[src/rtl/bit_scan_scheduler_pkg.sv]
// bit_scan_scheduler_pkg
//    Shared definitions for the bit-scan scheduler: vector width, index/count
//    width and the scheduler FSM state encoding.
package bit_scan_scheduler_pkg;

   localparam int WIDTH = 128;
   localparam int IDX_W = 8;

   typedef enum logic [1:0] {
      IDLE = 2'd0,
      SCAN = 2'd1,
      DONE = 2'd2
   } state_t;

endpackage

[src/rtl/bit_scan_scheduler_detect.sv]
// DETECT_LOWEST_HIGH
//    Combinational lowest-set-bit detector.
//    Ports:
//       d_i   [WIDTH-1:0]  vector to search
//       idx_o [IDX_W-1:0]  index of the lowest set bit of d_i (0 when d_i==0)
module DETECT_LOWEST_HIGH
   import bit_scan_scheduler_pkg::*;
#(
   parameter int W  = WIDTH,
   parameter int IW = IDX_W
) (
   input  logic [W-1:0]  d_i,
   output logic [IW-1:0] idx_o
);

   // Walk from the top down so the lowest set bit is the last one written.
   always_comb begin
      idx_o = '0;
      for (int i = W - 1; i >= 0; i--) begin
         if (d_i[i]) begin
            idx_o = IW'(i);
         end
      end
   end

endmodule

[src/rtl/bit_scan_scheduler.sv]
// bit_scan_scheduler
//    Accepts a request vector and hands out the indices of its set bits,
//    lowest first, one per accepted output cycle. Reports completion with a
//    one-cycle Done pulse carrying the number of indices handed off.
//    Ports:
//       CLK, RST              clock, synchronous active-high reset
//       Din, Din_valid/ready  vector input handshake (ready only in IDLE)
//       Dout, Dout_valid/ready index output handshake, Last marks final index
//       Flush                 abort an ongoing scan
//       Done, Empty, Count    end-of-scan pulse, zero-vector flag, index count
module bit_scan_scheduler
   import bit_scan_scheduler_pkg::*;
(
   input  logic             CLK,
   input  logic             RST,
   input  logic [WIDTH-1:0] Din,
   input  logic             Din_valid,
   output logic             Din_ready,
   output logic [IDX_W-1:0] Dout,
   output logic             Dout_valid,
   input  logic             Dout_ready,
   output logic             Last,
   input  logic             Flush,
   output logic             Done,
   output logic             Empty,
   output logic [IDX_W-1:0] Count
);

   state_t           state_q, state_d;
   logic [WIDTH-1:0] pending_q, pending_d;
   logic [IDX_W-1:0] count_q, count_d;
   logic             empty_q, empty_d;

   logic [WIDTH-1:0] pending_clr;
   logic             last_bit;

   DETECT_LOWEST_HIGH #(
      .W  (WIDTH),
      .IW (IDX_W)
   ) u_detect (
      .d_i   (pending_q),
      .idx_o (Dout)
   );

   // x & (x-1) drops the lowest set bit; a zero result means at most one bit
   // was set, so the nonzero check keeps Last low on an empty register.
   assign pending_clr = pending_q & (pending_q - WIDTH'(1));
   assign last_bit    = (pending_q != '0) && (pending_clr == '0);

   assign Din_ready  = (state_q == IDLE);
   assign Dout_valid = (state_q == SCAN);
   assign Done       = (state_q == DONE);
   assign Empty      = empty_q & (state_q == DONE);
   assign Last       = last_bit;
   assign Count      = count_q;

   always_ff @(posedge CLK) begin
      if (RST) begin
         state_q   <= IDLE;
         pending_q <= '0;
         count_q   <= '0;
         empty_q   <= 1'b0;
      end else begin
         state_q   <= state_d;
         pending_q <= pending_d;
         count_q   <= count_d;
         empty_q   <= empty_d;
      end
   end

   always_comb begin
      state_d   = state_q;
      pending_d = pending_q;
      count_d   = count_q;
      empty_d   = empty_q;
      unique case (state_q)
         IDLE: begin
            if (Din_valid) begin
               pending_d = Din;
               count_d   = '0;
               if (Din != '0) begin
                  state_d = SCAN;
                  empty_d = 1'b0;
               end else begin
                  state_d = DONE;
                  empty_d = 1'b1;
               end
            end
         end
         SCAN: begin
            // Flush beats a same-cycle handshake: that index is not counted.
            if (Flush) begin
               pending_d = '0;
               empty_d   = 1'b0;
               state_d   = DONE;
            end else if (Dout_ready) begin
               pending_d = pending_clr;
               count_d   = count_q + IDX_W'(1);
               if (last_bit) begin
                  state_d = DONE;
               end
            end
         end
         DONE: begin
            state_d = IDLE;
         end
         default: begin
            state_d = IDLE;
         end
      endcase
   end

endmodule

[config.mk]
export PLATFORM = sky130hd
export DESIGN_NAME = bit_scan_scheduler
export DESIGN_NICKNAME = d
export VERILOG_FILES = /design/src/rtl/bit_scan_scheduler_pkg.sv /design/src/rtl/bit_scan_scheduler_detect.sv /design/src/rtl/bit_scan_scheduler.sv
export SDC_FILE = /design/constraint.sdc
export NUM_CORES = 1
export LEC_CHECK = 0
export ABC_CLOCK_PERIOD_IN_PS = 9450
export CORE_MARGIN = 2
export CORE_UTILIZATION = 35
export CTS_BUF_LIST = sky130_fd_sc_hd__clkbuf_16
export DETAILED_ROUTE_END_ITERATION = 8
export PLACE_DENSITY = 0.52
export SYNTH_ARGS = -nofsm -noshare
export SYNTH_HDL_FRONTEND = slang
export SYNTH_SLANG_ARGS = --single-unit
[constraint.sdc]
create_clock -name CLK -period 9.45 [get_ports CLK]
set_input_delay 0.945 -clock CLK [delete_from_list [all_inputs] [get_ports CLK]]
set_output_delay 0.945 -clock CLK [all_outputs]
set_load 0.02 [all_outputs]
Word-level counts from Yosys, hierarchy flattened
Cells that the tools add are included.
{"block": "totals", "elab_cells": 172, "mem_bits_ro": 0, "latch_bits": 0, "ram_bits": 0, "memories": 0, "out_inout_bits": 21, "regBits": 139, "in_bits": 133}
{"block": "op_classes", "bitwise": 2, "eq_ne": 8, "shift": 0, "n_reduce_logical": 10, "n_mux": 146, "magnitude_cmp": 0, "n_mul": 0, "div_mod_pow": 0, "add_sub_neg": 2}
{"operator": "$mux 7", "count": 128}
{"operator": "$mux 128", "count": 3}
{"operator": "$pmux 128 s2", "count": 1}
{"operator": "$reduce_bool 128->1", "count": 2}
{"operator": "$and 128x128->128", "count": 1}
{"operator": "$logic_not 128->1", "count": 1}
{"operator": "$sub 128x1->128 const B", "count": 1}
{"operator": "$mux 8", "count": 3}
{"operator": "$pmux 8 s2", "count": 1}
{"operator": "$mux 2", "count": 5}
{"operator": "$reduce_and 3->1", "count": 3}
{"operator": "$add 8x1->8 const B", "count": 1}
{"operator": "$ne 3x1->1 const B", "count": 2}
{"operator": "$ne 2x1->1 const B", "count": 2}
{"operator": "$ne 2x2->1 const B", "count": 2}
{"operator": "$pmux 2 s2", "count": 1}
{"operator": "$reduce_and 4->1", "count": 1}
{"operator": "$mux 1", "count": 3}
{"operator": "$eq 2x1->1 const B", "count": 1}
{"operator": "$eq 2x2->1 const B", "count": 1}
{"operator": "$logic_not 2->1", "count": 1}
{"operator": "$pmux 1 s2", "count": 1}
{"operator": "$reduce_bool 2->1", "count": 1}
{"operator": "$and 1x1->1", "count": 1}
{"operator": "$logic_and 1x1->1", "count": 1}

Depth between registers and ports, before layout
{"block": "logic_depth", "word_depth": 128, "mapped_depth": 13, "depth_no_buf": 10}

Hierarchy
A second synthesis with hierarchy kept.
{"block": "hier_totals", "hier_cells": 1497, "hier_area_um2": 10272.4}
{"mod": "bit_scan_scheduler", "seq_area_each_um2": 2782.7, "n_inst": 1, "cells_per_inst": 1196, "area_each_um2": 8558.2}
{"mod": "DETECT_LOWEST_HIGH", "seq_area_each_um2": 0.0, "n_inst": 1, "cells_per_inst": 301, "area_each_um2": 1714.1}

Worst setup path after synthesis
OpenSTA, ideal clock, no wires.
{"block": "synth_path", "kind": "register to output", "start": "register pending_q[16]", "end": "output port Last", "arrival_time_ns": 3.564, "n_path_buf": 2, "required_time_ns": 8.505, "path_slack_ns": 4.941, "stages_incl_launch_ff": 12, "cell_sequence": "dfxtp_1 > buf_4 > or4_4 > or2_4 > or4_1 > buf_2 > or2_1 > o41a_1 > a2111oi_2 > nand4_1 > nor4_1 > and4bb_1"}
{"block": "synth_via", "elab_chain_len": 4, "word_cells_on_any_way": 5, "classes_between": "add/sub (1); bitwise (1); reduce/logical (3)"}
{"item": "start: declaration", "line_no": "bit_scan_scheduler.sv:30", "rtl": "logic [WIDTH-1:0] pending_q, pending_d;"}
{"item": "start signal: assignment", "line_no": "bit_scan_scheduler.sv:65", "rtl": "pending_q <= pending_d;"}
{"item": "$sub 128x1->128", "line_no": "bit_scan_scheduler.sv:47", "rtl": "assign pending_clr = pending_q & (pending_q - WIDTH'(1));"}
{"item": "$and 128x128->128", "line_no": "bit_scan_scheduler.sv:47"}
{"item": "$logic_not 128->1", "line_no": "bit_scan_scheduler.sv:48", "rtl": "assign last_bit = (pending_q != '0) && (pending_clr == '0);"}
{"item": "$logic_and 1x1->1 *", "line_no": "bit_scan_scheduler.sv:48"}
{"item": "end: declaration", "line_no": "bit_scan_scheduler.sv:22", "rtl": "output logic Last,"}
Mark *: on every way between the ends. The rest lies on a longest branch, timed or not.

Worst setup path in the final report
{"block": "layout_path", "start": "register pending_q[12]", "end": "output port Last"}
The elaborated chain is that of the path after synthesis.

==> flow_summary.toml <==
[synth]
ys_ff_latch = 139
yosysMostFrequentCell = "nor2_1"
synth_area_per_cell_sq_um = 6.80
synth_edf_count = 0
postSynth.asyncResetShare_pct = 0
syn_nets = 1569
synth_area_sq_um = 9750
synth_top_area_share_pct = 28.5
ys_warn_count = 0
synthTopCellsByArea = "dfxtp_1 (29%), nor2_1 (8.4%), o21ai_0 (6.8%)"
synth_common_cells = "nor2_1 (217), nand2_1 (144), dfxtp_1 (139), o21ai_0 (133), clkbuf_1 (110)"
yosysSeqAreaShare_pct = 28.5
ys_types = 75
synth_ff_type = "dfxtp_1"
synth_top_cell_by_area = "dfxtp_1"
syn_inst = 1435

[floorplan]
die_area_sq_um = 29200
core_area_sq_um = 27600
num_rows = 61
initial_utilization_pct = 35.3
io_pins = 154
chipHeight_um = 171
die_x_um = 171

[sta]
setup_violations = 0
tightest_slew_ns = 1.45
setup_ws_ns = 2.75
hold_slack_ns = 0.504
fin_skew_ns = 0.0145
clock.fmax_mhz = 149
period_minus_slack_ns = 6.70
slew_viol_final = 0
slew-limit-headroom_pct = 2.35
final-hold-violation-count = 0
tns_ns = 0
min_period_over_period_pct = 70.9
rsz0062_at_grt = "false"

[clock_network]
hold_buffers = 0
cts.htree.levels = 4
post_cts_buffers = 0
cts_buffers = 17
clock_latency_ns = 0.44
clk_pin_slew_worst_paths_ns = 0.07
clockBufferDepth = 2
cts_resized = 0
cts_tree = "yes"
cts.sinks = 139
cts-root-buf = "clkbuf_16"

[place]
dpl.cell_count = 1845
pre_cts_ws_ns = 3.31
place_congestion = 0.977
dpl.hpwl_mm = 31.7
dpl_cell_area_sq_um = 11300
portBuffers = 152

[final_layout]
finalNonFillerCells = 1877
postLayoutCellArea_sq_um = 11900
diodes = 0
drive_gt1_share_pct = 4.94
utilization_pct = 43.0
syn_to_final_growth_pct = 21.9
fillCellCount = 2966
num-nets-final = 1620

[grt]
grt_max_degree = 89
grt_use_total_pct = 29.3
antenna_found_initial = 0
grt_overflow = 0
grt_pass1_vias = 11100
grt_pass1_wl_mm = 66.4

[hold_path]
holdPathEnd = "empty_q"
min_from = "empty_q"
hold_path_class = "reg2reg"
hold_path_depth = 2

[setup_path]
reg2reg_slack_ns = 4.52
cp-end-kind = "primary output"
worst_setup_path_start_kind = "register"
worstSetupPathType = "reg2out"
critPathBufInv = 1
critical_path.max_stage_delay_ns = 1.07
cp_max_fo = 26
worst_r2r_endpoint = "state_q[0]"
crit_chain = "nor4_2, nand4_2, or4_1, nor2_1, a31oi_1, a2111oi_0, nand4_1, nor4_1, and4bb_1, clkdlybuf4s50_1"
arrival_ns = 5.76
cp_top_family = "simple AND/OR/NAND/NOR gates"
crit_required_ns = 8.51
worstRegToRegCells = 10
cp_slowest_cell = "or4_1"
timing.rr.start = "pending_q[12]"

[detailed_routing]
vias_per_cell = 6.34
firstDrtPassIters = 8
drc = 0
drtIter0Drc = 1307
postRouteAntennaNets = 0
wl_per_cell_um = 23.0
vias = 11900
routed_wl_mm = 43.1

[power]
p_leak_nw = 4.08
totalPowerFinal_mw = 2.38
p_per_area_nw_per_um2 = 200
irDropWorstVdd_v = 0.000113

[status]
status = "finished clean"

[flow_run]
max_cap_violations = 0
## power by group
group | leakage [nW] | internal [mW] | switching [mW]
Combinational | 2.67 | 0.343 | 0.565
Clock | 0.274 | 0.367 | 0.309
Sequential | 1.14 | 0.650 | 0.143
Total | 4.08 | 1.36 | 1.02
## area by class of cell
cell class                      instances  area [sq um]  area share [%]
Clock inverter                         15           139            1.17
Multi-Input combinational cell       1132          6360            53.5
Tap cell                              378           473            3.98
Clock buffer                           17           425            3.58
Sequential cell                       139          2780            23.4
Timing Repair Buffer                  159          1570            13.2
Inverter                               37           139            1.17
## cells by family (layout without fill, tap and decap cells)
family	count (synthesis)	in the layout	share of synthesized area, %
flip-flops	139	139	28.5
XOR/XNOR	6	6	0.539
other	1	1	0.0384
multiplexers	1	1	0.103
adder cells (fa/ha/maj)	3	3	0.334
AO/OA/AOI/OAI	451	451	29.9
AND/OR/NAND/NOR	670	670	34.0
buffers and inverters	164	228	6.53
## worst max path at each step
stage | from | to | slack (ns) | cells after the start
floorplan | pending_q[16] | Last | 4.94 | 11
global placement | pending_q[12] | Last | 3.36 | 10
detailed placement | pending_q[12] | Last | 3.31 | 10
CTS | pending_q[12] | Last | 2.82 | 10
global route | pending_q[48] | Last | 2.29 | 10
finish | pending_q[12] | Last | 2.75 | 10
## cells in the final DEF (no fill, tap or decap), types with 6 or more instances in the layout
cell             instances
nor2b_1                 11
clkbuf_16               17
o21ai_0                133
clkdlybuf4s50_1        151
nand2b_1                10
a31oi_1                 17
a2111oi_0               11
buf_4                    8
nand4_1                 30
nand2_1                144
a22oi_1                 88
o21a_1                   9
nor4_2                  11
o31ai_1                 16
a21oi_1                 91
o2111ai_1                6
o211ai_1                 6
a221oi_1                 8
inv_1                   37
dfxtp_1                139
a211oi_1                11
or4_1                   15
a21boi_0                 6
nor4_1                  82
o31a_1                   7
nor3_1                  69
nor2_1                 215
o22ai_1                  6
nand3_1                 31
or3_1                   13
or2_2                    6
## metal layers
metal | GRT usage, % | wire length, um | vias to the layer above
met5 | 0 | 0 | -
met4 | 9.65 | 1230 | 0
met3 | 3.96 | 3380 | 90
met2 | 46.8 | 19400 | 613
met1 | 40.6 | 19100 | 5747
li1 | - | - | 5456
## flip-flops by register name, indices dropped and copies added, names as in the netlist
signal and cells:
pending_q 128, empty_q 1, Count 8, state_q 2
## tightest hold or removal path, cell delays in order (launching register included)
cell and delay [ns]:
dfxtp_1 0.32, o21ai_0 0.07, a21oi_1 0.07
No activity file was read; power rests on OpenSTA's default activity.
